`src/rtl/mem_arbiter.sv`:
```
// Two-port (icache/dcache) burst arbiter in front of a single beat-level memory port.
// Optional round-robin arbitration is enabled by defining MEM_ARBITER_RR_EN.
module mem_arbiter #(
    parameter int BURST_LEN = 4,
    parameter int ADDR_W    = 32
) (
    input  logic              clk,
    input  logic              rst,
    input  logic              ic_req,
    input  logic [ADDR_W-1:0] ic_addr,
    output logic              ic_rvalid,
    output logic [31:0]       ic_rdata,
    output logic              ic_done,
    input  logic              dc_req,
    input  logic              dc_we,
    input  logic [ADDR_W-1:0] dc_addr,
    input  logic [31:0]       dc_wdata,
    output logic              dc_wready,
    output logic              dc_rvalid,
    output logic [31:0]       dc_rdata,
    output logic              dc_done,
    output logic              mem_valid,
    output logic              mem_we,
    output logic [ADDR_W-1:0] mem_addr,
    output logic [31:0]       mem_wdata,
    input  logic              mem_ready,
    input  logic              mem_rvalid,
    input  logic [31:0]       mem_rdata,
    output logic              err
);

    localparam int CW = $clog2(BURST_LEN) + 1;
    localparam logic [CW-1:0]     LAST  = CW'(BURST_LEN - 1);
    localparam logic [ADDR_W-1:0] BEATM = ADDR_W'(BURST_LEN - 1);
    localparam logic [ADDR_W-1:0] BMASK = ADDR_W'(BURST_LEN * 4 - 1);

    typedef enum logic [1:0] {IDLE, ISSUE, WAIT, DONE} state_t;

    state_t            state_q;
    logic              owner_q;
    logic              we_q;
    logic [ADDR_W-1:0] base_q;
    logic [CW-1:0]     issue_q;
    logic [CW-1:0]     ret_q;
    logic              valid_q;
    logic              ic_done_q;
    logic              dc_done_q;
    logic              err_q;
`ifdef MEM_ARBITER_RR_EN
    logic              last_q;
`endif

    logic              accept;
    logic              busy;
    logic              rd_fwd;
    logic              ret_last;
    logic              go_done;
    logic              gnt_dc;
    logic [ADDR_W-1:0] beat_off;

    assign accept   = valid_q && mem_ready;
    assign busy     = (state_q == ISSUE) || (state_q == WAIT);
    assign rd_fwd   = busy && !we_q && mem_rvalid;
    assign ret_last = rd_fwd && (ret_q == LAST);
    assign go_done  = ((state_q == ISSUE) &&
                       (ret_last || (accept && (issue_q == LAST) && we_q))) ||
                      ((state_q == WAIT) && ret_last);

    // owner_q = 1 means the dcache holds the grant
`ifdef MEM_ARBITER_RR_EN
    assign gnt_dc = dc_req && !(ic_req && last_q);
`else
    assign gnt_dc = dc_req;
`endif

    // wrap the beat offset inside the aligned burst window
    assign beat_off = (ADDR_W'(issue_q) & BEATM) << 2;
    assign mem_addr = (base_q & ~BMASK) | ((base_q + beat_off) & BMASK);

    assign mem_valid = valid_q;
    assign mem_we    = valid_q && we_q;
    assign mem_wdata = dc_wdata;
    assign dc_wready = accept && we_q;
    assign ic_rvalid = rd_fwd && !owner_q;
    assign dc_rvalid = rd_fwd && owner_q;
    assign ic_rdata  = ic_rvalid ? mem_rdata : 32'h0;
    assign dc_rdata  = dc_rvalid ? mem_rdata : 32'h0;
    assign ic_done   = ic_done_q;
    assign dc_done   = dc_done_q;
    assign err       = err_q;

    always_ff @(posedge clk or negedge rst) begin
        if (!rst) begin
            state_q   <= IDLE;
            owner_q   <= 1'b0;
            we_q      <= 1'b0;
            base_q    <= '0;
            issue_q   <= '0;
            ret_q     <= '0;
            valid_q   <= 1'b0;
            ic_done_q <= 1'b0;
            dc_done_q <= 1'b0;
            err_q     <= 1'b0;
`ifdef MEM_ARBITER_RR_EN
            last_q    <= 1'b0;
`endif
        end else begin
            ic_done_q <= 1'b0;
            dc_done_q <= 1'b0;
            if (mem_rvalid && ((state_q == IDLE) || (state_q == DONE)))
                err_q <= 1'b1;
            if (rd_fwd)
                ret_q <= ret_q + CW'(1);
            if (accept)
                issue_q <= issue_q + CW'(1);
            if (go_done) begin
                ic_done_q <= !owner_q;
                dc_done_q <= owner_q;
            end
            unique case (state_q)
                IDLE: begin
                    if (ic_req || dc_req) begin
                        owner_q <= gnt_dc;
                        we_q    <= gnt_dc && dc_we;
                        base_q  <= gnt_dc ? dc_addr : ic_addr;
                        issue_q <= '0;
                        ret_q   <= '0;
                        valid_q <= 1'b1;
                        state_q <= ISSUE;
                    end
                end
                ISSUE: begin
                    if (go_done) begin
                        valid_q <= 1'b0;
                        state_q <= DONE;
                    end else if (accept && (issue_q == LAST)) begin
                        valid_q <= 1'b0;
                        state_q <= WAIT;
                    end
                end
                WAIT: begin
                    if (go_done)
                        state_q <= DONE;
                end
                DONE: begin
`ifdef MEM_ARBITER_RR_EN
                    last_q  <= owner_q;
`endif
                    state_q <= IDLE;
                end
                default: state_q <= IDLE;
            endcase
        end
    end

endmodule

```
`config.mk`:
```
export PLATFORM = sky130hd
export DESIGN_NAME = mem_arbiter
export DESIGN_NICKNAME = d
export VERILOG_FILES = /design/src/rtl/mem_arbiter.sv
export SDC_FILE = /design/constraint.sdc
export NUM_CORES = 1
export LEC_CHECK = 0
export CAP_MARGIN = 15
export CORE_AREA = 2 2 105 107
export CTS_CLUSTER_DIAMETER = 50
export CTS_CLUSTER_SIZE = 10
export DETAILED_ROUTE_END_ITERATION = 16
export DIE_AREA = 0 0 107 109
export DONT_BUFFER_PORTS = 1
export PLACE_DENSITY_LB_ADDON = 0.05
export SYNTH_ARGS = -nofsm -noshare
export SYNTH_HDL_FRONTEND = slang
export SYNTH_SLANG_ARGS = --single-unit
```
`constraint.sdc`:
```
create_clock -name clk -period 2.28 [get_ports clk]
set_input_delay 0.342 -clock clk [delete_from_list [all_inputs] [get_ports clk]]
set_output_delay 0.342 -clock clk [all_outputs]
set_load 0.1 [all_outputs]
```
After elaboration in Yosys (flattened, before gate mapping)
Index checks and enable logic that the tools add are counted.
{"block": "totals", "ff_bits": 46, "input_bits": 135}
{"block": "op_classes", "mux": 20, "reduce_logical": 26, "n_eq_ne": 8, "addsub": 3, "bitwise": 1}
{"op": "$mux 32", "count": 3}
{"op": "$or 32x4->32", "count": 1}
{"op": "$mux 3", "count": 6}
{"op": "$logic_and 1x1->1", "count": 14}
{"op": "$mux 2", "count": 4}
{"op": "$pmux 2 s4", "count": 1}
{"op": "$add 3x1->3 const B", "count": 2}
{"op": "$eq 3x2->1 const B", "count": 2}
{"op": "$reduce_and 3->1", "count": 2}
{"op": "$logic_or 1x1->1", "count": 5}
{"op": "$mux 1", "count": 5}
{"op": "$add 4x4->4", "count": 1}
{"op": "$eq 2x2->1 const B", "count": 2}
{"op": "$ne 3x2->1 const B", "count": 1}
{"op": "$eq 2x1->1 const B", "count": 1}
{"op": "$logic_not 1->1", "count": 2}
{"op": "$logic_not 2->1", "count": 1}
{"op": "$ne 2x1->1 const B", "count": 1}
{"op": "$ne 2x2->1 const B", "count": 1}
{"op": "$pmux 1 s2", "count": 1}
{"op": "$reduce_and 2->1", "count": 1}
{"op": "$reduce_bool 2->1", "count": 1}

Logic depth before layout (Yosys ltp)
{"block": "depth", "ltp_word": 10, "ltp_mapped": 7, "mapped_depth_nobuf": 6}

Worst setup path after synthesis
Ideal clock, no wire load.
{"block": "synth_path", "kind": "reg2out", "from": "register state_q[0]", "to": "output ic_rdata[22]", "arrival_time_ns": 2.454, "setup_slack_ns": -0.516, "t_required_ns": 1.938, "stages_incl_launch_ff": 7, "n_path_buf": 1, "cell_sequence": "dfrtp_1 -> inv_1 -> ha_1 -> nand2_1 -> nor3_2 -> buf_2 -> and2_1"}
{"block": "synth_via", "elab_chain_cells": 6, "word_cells_on_any_way": 7}
{"item": "start, declared", "line": "39", "source": "state_t state_q;"}
{"item": "start signal, assigned", "line": "94", "source": "state_q <= IDLE;"}
{"item": "start signal, assigned", "line": "129", "source": "state_q <= ISSUE;"}
{"item": "start signal, assigned", "line": "135", "source": "state_q <= DONE;"}
{"item": "$eq 2x1->1 / $eq 2x2->1 (equally long branches)", "line": "62", "source": "assign busy = (state_q == ISSUE) || (state_q == WAIT);"}
{"item": "$logic_or 1x1->1 *", "line": "62"}
{"item": "$logic_and 1x1->1 * (2 in series)", "line": "63", "source": "assign rd_fwd = busy && !we_q && mem_rvalid;"}
{"item": "$logic_and 1x1->1 *", "line": "84", "source": "assign ic_rvalid = rd_fwd && !owner_q;"}
{"item": "via ic_rvalid", "line": "11", "source": "output logic ic_rvalid,"}
{"item": "$mux 32 *", "line": "86", "source": "assign ic_rdata = ic_rvalid ? mem_rdata : 32'h0;"}
{"item": "end, declared", "line": "12", "source": "output logic [31:0] ic_rdata,"}
The timed path passes the listed nets; every way through them passes the cells marked *.

Worst setup path in the final report
{"block": "layout_path", "from": "register state_q[1]", "to": "output dc_rdata[8]"}
{"block": "layout_via", "elab_chain_cells": 6, "word_cells_on_any_way": 7}
{"item": "$eq 2x1->1 / $eq 2x2->1 (equally long branches)", "line": "62"}
{"item": "$logic_or 1x1->1 *", "line": "62"}
{"item": "$logic_and 1x1->1 * (2 in series)", "line": "63"}
{"item": "$logic_and 1x1->1 *", "line": "85", "source": "assign dc_rvalid = rd_fwd && owner_q;"}
{"item": "$mux 32 *", "line": "87", "source": "assign dc_rdata = dc_rvalid ? mem_rdata : 32'h0;"}
{"item": "end, declared", "line": "20", "source": "output logic [31:0] dc_rdata,"}
Mark *: on every way between the ends. The rest lies on a longest branch, timed or not.

==> impl_results.md <==
* Worst-path clk slew at ~0.09 ns
* Max H-tree Level at 2
* GRT Util Overall at between 10% and 20%
* Post-Syn Area at 3220 µm²
* Post-synthesis cell count at between 300 and 400
* Multi-input combinational cell area at ~1700 µm²
* Buf/Inv on CP at 3
* Die ar. at 11700 µm²
* Startpoint class of the critical path: register
* Element type at the critical path end: primary output
* Bufs on Longest Clock Path at 2
* Number of I/O port buffers at 0
* Crit Path Max Fanout at 9
* IO Pins at roughly 270
* Via/cell ratio at ~4.7
* Synth Flop Type: dfrtp_1
* Fin nets at approximately 540
* Max Clock Freq at 456 MHz
* Die W at ~110 µm
* Ys async rst share at between 90% and 100%
* CTS Sinks at 46
* Total grt overflow at 0
* Period utilization at a little over nine tenths
* Clock skew at ~0.013 ns
* Top Family by Delay on Critical Path: simple AND/OR/NAND/NOR gates
* Antenna Cells at 0
* Layout area overhead at 48.8%
* Final Setup Violations at 0
* Syn nets at roughly 500
* Routed Wire Length at 9660 µm
* MaxCap Viol Count at 0
* Antenna viol nets, final at 0
* Worst EP required at 1.94 ns
* Layout Utilization at around 45%
* Starting Density at ~30%
* RSZ-0062 raised after global routing: false
* Run status: completed
* Layout cells sized above 1 at 48.1%
* Latest clock arrival within the worst-skew pair at ~0.30 ns
* Fill cells at just under 1k
* Synth warnings at 0
* Drt wl/cell at 18.1 µm
* GPL Wtd Cong at just over 0.8
* Top post-synthesis cells by count: buf_4 (71), dfrtp_1 (46), nand2_1 (44)
* Post-detail-place hpwl at roughly 7300 µm
* Crit path DAT at roughly 1.9 ns
* Synth Register Bits at 46
* Drc violations at 0
* Register area share after synthesis at 35.7%
* Fin. Hold Viols at 0
* Core ar. at approximately 11000 µm²
* Worst min path class: in -> reg
* Slowest-stage cell, CP: dfrtp_1
* Total CTS buffers at 5
* CTS tree: yes
* CTS Root Cell: clkbuf_8
* Syn Area/Cell at ~9 µm²
* Max Slew Vio Count at 0
* Iter 0 DRT Violations at 97
* Critical path cell sequence: inv_2 > ha_4 > nand2_4 > nor2_4 > buf_6 > and3_2 > buf_12
* Most frequent cell after synthesis: buf_4
* Initial antenna violation count at 0
* First-pass GRT wire length at between 10000 and 15000 µm
* Number of synthesized flops with an enable pin at 0
* Yosys cell types at 30
* Vias in the first global route at around 2.5k
* Critical setup path kind: reg -> out
* Cell taking the most area after synthesis: dfrtp_1
* Least-Margin Pin Slew at ~0.92 ns
* Synth top area share at around 36%
* Register area at 1150 µm²
* Vias at roughly 2.5k
* Row count at 38
* Slowest cell delay on critical path at 0.39 ns
* Final setup TNS at 0 ns
* Fin crit period at about 2.2 ns
* Largest net degree at the start of global routing at 58
* Die height at roughly 110 µm
* Slew headroom at roughly 38%
* Drt first pass iters at 4
* Main area contributors after synthesis: dfrtp_1 (36%), buf_4 (17%), mux2i_1 (11%), and2_1 (6.6%), and3_1 (6.4%)
## stage by stage
stage / std cells / hold WS [ns] / worst slack [ns] / instance area, µm²
6_report: 535 / 0.148 / 0.0860 / 4790
5_1_grt: 535 / 0.140 / 0.00657 / 4790
4_1_cts: 537 / 0.135 / 0.00604 / 4820
3_5_place_dp: 516 / 0.0478 / 0.160 / 4430
3_3_place_gp: 516 / 0.0474 / 0.191 / 4430
2_1_floorplan: 360 / 0.0464 / -0.0835 / 3310
## layout make-up
class	count	share of cell area [%]
Multi-Input combinational cell	224	35.5
Clock inverter	1	0.183
Tap cell	140	3.65
Timing Repair Buffer	111	34.4
Inverter	6	0.470
Clock buffer	7	1.80
Sequential cell	46	24.0
## logic make-up (layout without fill, tap and decap cells)
logic type	Yosys count	count (layout)	share of synthesized area, %
mux	34	34	10.6
flops	46	46	35.7
buf+inv	90	125	19.1
compound gates	47	47	8.43
fa+ha+maj	9	9	3.50
xor+xnor	4	4	1.09
simple gates	130	130	21.6
## worst paths after layout
kind / depth (start not counted) / slack [ns] / endpoint / startpoint
max: 7 / 0.09 / dc_rdata[8] / state_q[1]
min: 1 / 0.15 / err / mem_rvalid
max reg2reg: 8 / 0.63 / ret_q[1] / state_q[1]
min reg2reg: 2 / 0.50 / base_q[2] / base_q[2]
max in group asynchronous: 2 / 1.49 / dc_done / rst
min in group asynchronous: 2 / 0.58 / state_q[1] / rst
## cell usage in the layout (no fill, tap or decap), types with 2 or more instances in the layout
cell      synthesis  final
a21oi_1           5      5
and2_1           34      4
ha_1              9      8
a31oi_1           2      2
and3_4            0     29
inv_2             0      2
buf_12            0     63
and2_4            0      9
nor2_1           10      9
xnor2_1           3      2
and3_2            0      3
o21ai_0          27     27
clkbuf_8          0      6
o21ai_1           6      6
nand3_1           3      3
mux2i_1          34     34
nand2_1          44     43
dfrtp_1          46     46
buf_4            71     45
inv_1             6      4
and2_2            0     21
nor2b_1           2      2
## what timing repair did
item | in CTS | in global routing
hold endpoints to repair | 46 | 0
pin swaps | 2 | 3
setup buffers | 9 | 1
gates resized for setup | 33 | 7
hold buffers | 2 | 0
setup endpoints to repair | 66 | 34
cloned | 2 | 0
## flip-flops by register name, summed over array words and instances (netlist names), 2 cells and up
signal   flops
ret_q        3
issue_q      3
state_q      2
base_q      32
## layer usage
| layer | vias up | track usage [%] | part of all wire (%) |
|---|---|---|---|
| li1 | 1200 | - | - |
| met1 | 1149 | 19.7 | 39 |
| met2 | 141 | 27.1 | 50 |
| met3 | 18 | 5.74 | 10 |
| met4 | 0 | 4.64 | 1.2 |
| met5 | - | 0 | 0 |
## worst register-to-register path: cells and delay by family, from the launching register on
kind                       cells  cell delay (ns)
adders and majority gates      1             0.28
DFF                            1             0.39
muxes                          1             0.18
and+or+nand+nor                3             0.29
buffers and inverters          3             0.39
Power is left out: the tool's default activity adds up to more than one toggle a clock period on the data nets, which glitch-free logic cannot reach.
